[config.mk]
export PLATFORM = sky130hd
export DESIGN_NAME = muldiv_seq_flat
export DESIGN_NICKNAME = d
export VERILOG_FILES = /design/src/rtl/muldiv_seq_if.sv /design/src/rtl/muldiv_seq.sv /design/src/flat_wrapper.sv
export SDC_FILE = /design/constraint.sdc
export NUM_CORES = 2
export LEC_CHECK = 0
export CORE_MARGIN = 5
export CORE_UTILIZATION = 45
export CTS_CLUSTER_DIAMETER = 60
export DETAILED_ROUTE_END_ITERATION = 8
export GPL_TIMING_DRIVEN = 0
export PLACE_DENSITY_LB_ADDON = 0.1
export SLEW_MARGIN = 30
export SYNTH_ARGS = -nofsm -noshare
export SYNTH_HDL_FRONTEND = slang
export SYNTH_SLANG_ARGS = --single-unit
[constraint.sdc]
create_clock -name clk -period 11.7 [get_ports clk]
set_input_delay 1.755 -clock clk [delete_from_list [all_inputs] [get_ports clk]]
set_output_delay 1.755 -clock clk [all_outputs]
set_load 0.02 [all_outputs]
[src/rtl/muldiv_seq_if.sv]
// Request/result bundle between the EX stage and the HI/LO multiply/divide sequencer.
// Handshake: a request is taken on a rising edge with req_valid=1, flush=0 and the sequencer idle; busy=1 means not ready.
interface muldiv_seq_if;
  logic        req_valid;
  logic [2:0]  req_op;
  logic [31:0] op_a;
  logic [31:0] op_b;
  logic        flush;
  logic        busy;
  logic        done;
  logic        div_zero;
  logic [31:0] hi_out;
  logic [31:0] lo_out;

  modport master (
    output req_valid, req_op, op_a, op_b, flush,
    input  busy, done, div_zero, hi_out, lo_out
  );

  modport slave (
    input  req_valid, req_op, op_a, op_b, flush,
    output busy, done, div_zero, hi_out, lo_out
  );
endinterface

[src/rtl/muldiv_seq.sv]
// Multi-cycle MULT/MULTU/DIV/DIVU/MTHI/MTLO sequencer owning the architectural HI/LO registers.
// Optional macro MULDIV_FAST_MUL_EN: single-cycle multiply (IDLE->DONE), MUL_CYCLES unused.
module muldiv_seq #(
  parameter int MUL_CYCLES = 4,
  parameter int DIV_ITERS  = 32
) (
  input  logic           clk,
  input  logic           rst,
  muldiv_seq_if.slave    bus,
  output logic [2:0]     dbg_state
);

  typedef enum logic [2:0] {
    S_IDLE = 3'd0,
    S_MUL  = 3'd1,
    S_DIV  = 3'd2,
    S_FIX  = 3'd3,
    S_DONE = 3'd4
  } state_t;

  localparam logic [2:0] OP_MULT  = 3'b000;
  localparam logic [2:0] OP_MULTU = 3'b001;
  localparam logic [2:0] OP_DIV   = 3'b010;
  localparam logic [2:0] OP_DIVU  = 3'b011;
  localparam logic [2:0] OP_MTHI  = 3'b100;
  localparam logic [2:0] OP_MTLO  = 3'b101;

  localparam int CNT_MAX = (MUL_CYCLES > DIV_ITERS) ? MUL_CYCLES : DIV_ITERS;
  localparam int CNT_W   = $clog2(CNT_MAX + 1);

  state_t             state, state_nx;
  logic [CNT_W-1:0]   cnt;
  logic [31:0]        hi_q, lo_q;
  logic               dz_q;
  logic [31:0]        rem_q, quo_q, dvsr_q;
  logic               neg_q_q, neg_r_q;

  logic               accept, is_mul, is_div, op_signed;
  logic [31:0]        a_mag, b_mag;
  logic [32:0]        shifted, trial;
  logic [31:0]        step_rem, step_quo, fix_rem, fix_quo;

  // Sign-extend to 64 bits; the low 64 bits of the product are then exact for both signednesses.
  function automatic logic [63:0] mul64(input logic [31:0] a, input logic [31:0] b, input logic sgn);
    logic [63:0] ea, eb;
    ea = {{32{sgn & a[31]}}, a};
    eb = {{32{sgn & b[31]}}, b};
    return ea * eb;
  endfunction

`ifndef MULDIV_FAST_MUL_EN
  logic [31:0] mul_a_q, mul_b_q;
  logic        mul_sgn_q;
  logic [63:0] prod;
  assign prod = mul64(mul_a_q, mul_b_q, mul_sgn_q);
`endif

  assign accept    = (state == S_IDLE) && bus.req_valid && !bus.flush;
  assign is_mul    = (bus.req_op == OP_MULT) || (bus.req_op == OP_MULTU);
  assign is_div    = (bus.req_op == OP_DIV)  || (bus.req_op == OP_DIVU);
  assign op_signed = ~bus.req_op[0];
  assign a_mag     = (op_signed && bus.op_a[31]) ? -bus.op_a : bus.op_a;
  assign b_mag     = (op_signed && bus.op_b[31]) ? -bus.op_b : bus.op_b;

  // Restoring step: bit 32 of the trial subtract is the borrow.
  assign shifted  = {rem_q, quo_q[31]};
  assign trial    = shifted - {1'b0, dvsr_q};
  assign step_rem = trial[32] ? shifted[31:0] : trial[31:0];
  assign step_quo = {quo_q[30:0], ~trial[32]};
  assign fix_quo  = neg_q_q ? -quo_q : quo_q;
  assign fix_rem  = neg_r_q ? -rem_q : rem_q;

  always_ff @(posedge clk) begin
    if (rst) state <= S_IDLE;
    else     state <= state_nx;
  end

  always_comb begin
    state_nx = state;
    case (state)
      S_IDLE: begin
        if (accept && is_mul) begin
`ifdef MULDIV_FAST_MUL_EN
          state_nx = S_DONE;
`else
          state_nx = S_MUL;
`endif
        end else if (accept && is_div) begin
          state_nx = (bus.op_b == 32'd0) ? S_DONE : S_DIV;
        end
      end
      S_MUL:   if (bus.flush) state_nx = S_IDLE; else if (cnt == '0) state_nx = S_DONE;
      S_DIV:   if (bus.flush) state_nx = S_IDLE; else if (cnt == '0) state_nx = S_FIX;
      S_FIX:   state_nx = bus.flush ? S_IDLE : S_DONE;
      S_DONE:  state_nx = S_IDLE;
      default: state_nx = S_IDLE;
    endcase
  end

  always_ff @(posedge clk) begin
    if (rst) begin
      cnt     <= '0;
      hi_q    <= '0;
      lo_q    <= '0;
      dz_q    <= 1'b0;
      rem_q   <= '0;
      quo_q   <= '0;
      dvsr_q  <= '0;
      neg_q_q <= 1'b0;
      neg_r_q <= 1'b0;
`ifndef MULDIV_FAST_MUL_EN
      mul_a_q   <= '0;
      mul_b_q   <= '0;
      mul_sgn_q <= 1'b0;
`endif
    end else begin
      case (state)
        S_IDLE: if (accept) begin
          case (bus.req_op)
            OP_MULT, OP_MULTU: begin
              dz_q <= 1'b0;
`ifdef MULDIV_FAST_MUL_EN
              {hi_q, lo_q} <= mul64(bus.op_a, bus.op_b, op_signed);
`else
              mul_a_q   <= bus.op_a;
              mul_b_q   <= bus.op_b;
              mul_sgn_q <= op_signed;
              cnt       <= CNT_W'(MUL_CYCLES - 1);
`endif
            end
            OP_DIV, OP_DIVU: begin
              if (bus.op_b == 32'd0) begin
                hi_q <= bus.op_a;
                lo_q <= 32'hFFFF_FFFF;
                dz_q <= 1'b1;
              end else begin
                dz_q    <= 1'b0;
                rem_q   <= '0;
                quo_q   <= a_mag;
                dvsr_q  <= b_mag;
                neg_q_q <= op_signed && (bus.op_a[31] ^ bus.op_b[31]);
                neg_r_q <= op_signed && bus.op_a[31];
                cnt     <= CNT_W'(DIV_ITERS - 1);
              end
            end
            OP_MTHI: hi_q <= bus.op_a;
            OP_MTLO: lo_q <= bus.op_a;
            default: ;
          endcase
        end
`ifndef MULDIV_FAST_MUL_EN
        S_MUL: if (!bus.flush) begin
          if (cnt == '0) {hi_q, lo_q} <= prod;
          else           cnt <= cnt - CNT_W'(1);
        end
`endif
        S_DIV: if (!bus.flush) begin
          rem_q <= step_rem;
          quo_q <= step_quo;
          if (cnt != '0) cnt <= cnt - CNT_W'(1);
        end
        S_FIX: if (!bus.flush) begin
          hi_q <= fix_rem;
          lo_q <= fix_quo;
        end
        default: ;
      endcase
    end
  end

  assign bus.busy     = (state == S_MUL) || (state == S_DIV) || (state == S_FIX);
  assign bus.done     = (state == S_DONE);
  assign bus.div_zero = (state == S_DONE) && dz_q;
  assign bus.hi_out   = hi_q;
  assign bus.lo_out   = lo_q;
  assign dbg_state    = state;

endmodule

[src/flat_wrapper.sv]
// flat-port wrapper written by rule: the top's interface ports become plain ports
module muldiv_seq_flat 
#(
  parameter int MUL_CYCLES = 4,
  parameter int DIV_ITERS  = 32
)
  (clk, rst, dbg_state, bus_req_valid, bus_req_op, bus_op_a, bus_op_b, bus_flush, bus_busy, bus_done, bus_div_zero, bus_hi_out, bus_lo_out);
  muldiv_seq_if bus_i ();
  input  logic clk;
  input  logic rst;
  output logic [2:0] dbg_state;
  input wire logic [$bits(bus_i.req_valid)-1:0] bus_req_valid;
  input wire logic [$bits(bus_i.req_op)-1:0] bus_req_op;
  input wire logic [$bits(bus_i.op_a)-1:0] bus_op_a;
  input wire logic [$bits(bus_i.op_b)-1:0] bus_op_b;
  input wire logic [$bits(bus_i.flush)-1:0] bus_flush;
  output wire logic [$bits(bus_i.busy)-1:0] bus_busy;
  output wire logic [$bits(bus_i.done)-1:0] bus_done;
  output wire logic [$bits(bus_i.div_zero)-1:0] bus_div_zero;
  output wire logic [$bits(bus_i.hi_out)-1:0] bus_hi_out;
  output wire logic [$bits(bus_i.lo_out)-1:0] bus_lo_out;
  assign bus_i.req_valid = bus_req_valid;
  assign bus_i.req_op = bus_req_op;
  assign bus_i.op_a = bus_op_a;
  assign bus_i.op_b = bus_op_b;
  assign bus_i.flush = bus_flush;
  assign bus_busy = bus_i.busy;
  assign bus_done = bus_i.done;
  assign bus_div_zero = bus_i.div_zero;
  assign bus_hi_out = bus_i.hi_out;
  assign bus_lo_out = bus_i.lo_out;
  muldiv_seq #(.MUL_CYCLES(MUL_CYCLES), .DIV_ITERS(DIV_ITERS)) u_core (.clk(clk), .rst(rst), .bus(bus_i), .dbg_state(dbg_state));
endmodule
==> impl_metrics.py <==
metrics = {
    "status": {
        "status": "complete, no violations",
    },
    "timing": {
        "setup_viol": 0,
        "slew_violations": 0,
        "hold_violations": 0,
        "period_share_pct": 89.4,
        "worstMarginPinSlew_ns": 1.17,
        "rsz0062_at_grt": "no",
        "min_period_ns": 10.46,
        "fin_setup_tns_ns": 0,
        "clock_skew_ns": 0.0178,
        "timing.fmax_mhz": 95.6,
        "maxSlewHeadroom_pct": 22.1,
        "fin_hold_ws_ns": 0.492,
    },
    "logic_synthesis": {
        "synthesis.yosys.warnings": 0,
        "ys.flop_type": "dfxtp_1",
        "synth_nets": 7544,
        "synth.cell_area_um2": 52100,
        "synth_edf_count": 0,
        "syn_inst": 6097,
        "synth_cell_types": 78,
        "syn_avg_cell_area_um2": 8.54,
        "async_flop_share_pct": 0,
        "ys_ff_latch": 237,
        "seq_area_frac_synth_pct": 9.11,
    },
    "worst_setup_path": {
        "r2r_cells": 29,
        "crit_start": "u_core.mul_a_q[31]$_SDFFE_PP0P_",
        "cpPeakStageDelay_ns": 0.94,
        "timing.critical_path.arrival_ns": 10.95,
        "worst_setup_path_start_kind": "flip-flop",
        "cp_max_fo": 10,
        "cp-endpoint": "u_core.bus.hi_out[27]$_SDFFE_PP0P_",
        "crit_slowest_cell": "fa_1",
        "crit_type": "reg2reg",
        "regToRegEndpoint": "u_core.bus.hi_out[27]$_SDFFE_PP0P_",
        "endpoint_kind": "flip-flop",
        "r2r-start": "u_core.mul_a_q[31]$_SDFFE_PP0P_",
        "crit_path_frequent_cell": "fa_1",
        "required_ns": 12.20,
        "r2r_slack_ns": 1.24,
    },
    "placement": {
        "hpwl_um": 175000,
        "place_congestion": 1.01,
        "io_buffer_count": 135,
    },
    "clock_network": {
        "clockBufferDepth": 3,
        "cts_tree": "done",
        "post-cts-setup-buffers": 0,
        "clock_latency_ns": 0.60,
        "clk_pin_slew_worst_paths_ns": 0.07,
        "htreeDepth": 1,
        "cts.sinks": 237,
        "cts_hold_buf": 0,
        "cts_resized": 0,
        "cts_root_buffer": "clkbuf_16",
        "cts_buffers": 31,
    },
    "route": {
        "drtAntennaViolNets": 0,
        "drcViolationCount": 0,
        "drt_iter0_markers": 3945,
        "drt-total-wl_um": 207000,
        "vias": 44013,
        "avgRoutedWirePerCell_um": 26.5,
        "dr.pass1.iters": 7,
        "drt-vias-per-instance": 5.63,
    },
    "cells_and_area": {
        "nFillCells": 11358,
        "area_delta_synth_final_pct": 8.61,
        "drive_gt1_share_pct": 2.16,
        "fin_nets": 7716,
        "mostFrequentLayoutCell": "inv_1",
        "layout_common_cells": "inv_1 (1,185), fa_1 (1,125), nand2_1 (1,051)",
    },
    "job": {
        "max_cap_viol_count": 0,
    },
    "pwr": {
        "power-per-cell-area_nw_per_um2": 43.7,
        "peakVddDrop_v": 0.000117,
        "p_leak_nw": 26.0,
    },
    "floorplan": {
        "ioPinCount": 141,
        "fp.dieW_um": 350,
        "start_util_pct": 45.4,
        "placement_rows": 124,
        "die_area_um2": 123000,
        "die_y_um": 350,
        "core-area_um2": 115000,
    },
    "grt": {
        "antenna_found_initial": 21,
        "use_met1_pct": 46.7,
        "overflow": 0,
        "grt-busiest-layer": "met2",
        "grt_use_met3_pct": 7.88,
        "grt.total_usage_pct": 34.1,
        "grt_start_max_net_pins": 25,
        "grt_use_met2_pct": 52.5,
        "grt_pass1_vias": 44887,
        "grt_first_pass_wirelength_um": 306000,
    },
    "worst_hold_path": {
        "hold_class": "reg2reg",
    },
}
==> worst min-delay path by stage <==
| stage | startpoint | slack (ns) | cells past startpoint | endpoint |
|---|---|---|---|---|
| after detailed placement | u_core.cnt[5]$_SDFFE_PP0P_ | 0.48 | 1 | u_core.cnt[5]$_SDFFE_PP0P_ |
| final | u_core.cnt[5]$_SDFFE_PP0P_ | 0.49 | 1 | u_core.cnt[5]$_SDFFE_PP0P_ |
| after global routing | u_core.dvsr_q[13]$_SDFFE_PP0P_ | 0.52 | 2 | u_core.dvsr_q[13]$_SDFFE_PP0P_ |
| after global placement | u_core.cnt[5]$_SDFFE_PP0P_ | 0.47 | 1 | u_core.cnt[5]$_SDFFE_PP0P_ |
| after CTS | u_core.cnt[5]$_SDFFE_PP0P_ | 0.49 | 1 | u_core.cnt[5]$_SDFFE_PP0P_ |
| after floorplan | u_core.cnt[5]$_SDFFE_PP0P_ | 0.45 | 1 | u_core.cnt[5]$_SDFFE_PP0P_ |
==> final cells by class <==
type,count,area [um2],share of cell area (%)
Multi-Input combinational cell,4303,41500,73.4
Antenna cell,11,27.5,0.0487
Inverter,1186,4450,7.87
Clock buffer,34,817,1.44
Sequential cell,237,4750,8.39
Tap cell,1512,1890,3.34
Timing Repair Buffer,139,1410,2.49
Buffer,371,1440,2.55
Clock inverter,23,287,0.506
==> state kept, by name, indices dropped and copies added, names as in the netlist <==
name and count:
u_core.dz_q 1, u_core.bus.lo_out 32, u_core.cnt 6, u_core.dvsr_q 32
u_core.mul_b_q 32, u_core.bus.hi_out 32, u_core.neg_q_q 1, u_core.rem_q 32
u_core.mul_a_q 32, u_core.dbg_state 3, u_core.neg_r_q 1, u_core.quo_q 32
u_core.mul_sgn_q 1
==> logic make-up (layout without fill, tap and decap cells) <==
family | count (synthesis) | after routing | share of synthesized area [%]
simple gates | 1878 | 1878 | 16.5
buf+inv | 1557 | 1753 | 11.3
fa+ha+maj | 1376 | 1376 | 49.3
compound gates | 804 | 804 | 9.64
flops | 237 | 237 | 9.11
xor+xnor | 207 | 207 | 3.50
mux | 38 | 38 | 0.733
other cells | 0 | 11 | 0
==> routing by layer <==
metal	wire length, um	vias up	share of wire, %
met3	20300	419	9.8
li1	-	18949	-
met2	91700	2087	44
met1	84800	22552	41
met5	38	-	0.018
met4	10500	6	5.1
==> power breakdown <==
part | switching, mW | internal (mW)
clock | 0.419 | 0.618
combinational | 0.372 | 0.188
sequential | 0.0449 | 0.831
==> cells in the mapped netlist, types with 14 or more instances <==
cell type     n  area, um2
and3_1       36        225
fa_1       1126      22500
xnor2_1     114        998
inv_1      1185       4450
nand2b_1     23        144
ha_1        250       3130
or2_2        14       87.6
mux2i_1      37        370
a31oi_1      39        244
o31ai_1      34        255
nand2_1    1051       3950
nor3_1       44        220
o21a_1       16        120
nand3_1      40        200
nor2b_1      22        138
a21o_1       49        368
nor2_1      207        777
a211oi_1     63        473
xor2_1       92        806
or3_1        18        113
o41ai_1      19        166
nand4_1      20        125
dfxtp_1     237       4740
clkbuf_1    351       1320
o21ai_0     184        921
and2_1      352       2200
o211ai_1     58        435
a21oi_1     254       1270
==> per-stage QoR <==
stage / utilization, % / setup WS, ns / total power [mW] / cells / cell area, um2
floorplan: - / 3.63 / 1.19 / 6097 / 52100
global placement: 48.3 / 1.19 / 1.44 / 7744 / 55300
detailed placement: 48.3 / 1.38 / 1.44 / 7747 / 55400
CTS: 49.3 / 1.32 / 2.47 / 7804 / 56500
global route: 49.3 / 0.845 / 2.55 / 7805 / 56500
finish: 49.3 / 1.24 / 2.47 / 7816 / 56600
==> critical path, delay by kind of cell (launching register included) <==
| kind | cells | cell delay [ns] |
|---|---|---|
| adders and majority gates | 9 | 4.71 |
| buffers and inverters | 10 | 2.56 |
| and+or+nand+nor | 7 | 1.75 |
| AOI/OAI and AO/OA | 3 | 1.01 |
| DFF | 1 | 0.31 |
No activity file was read; power rests on OpenSTA's default activity.
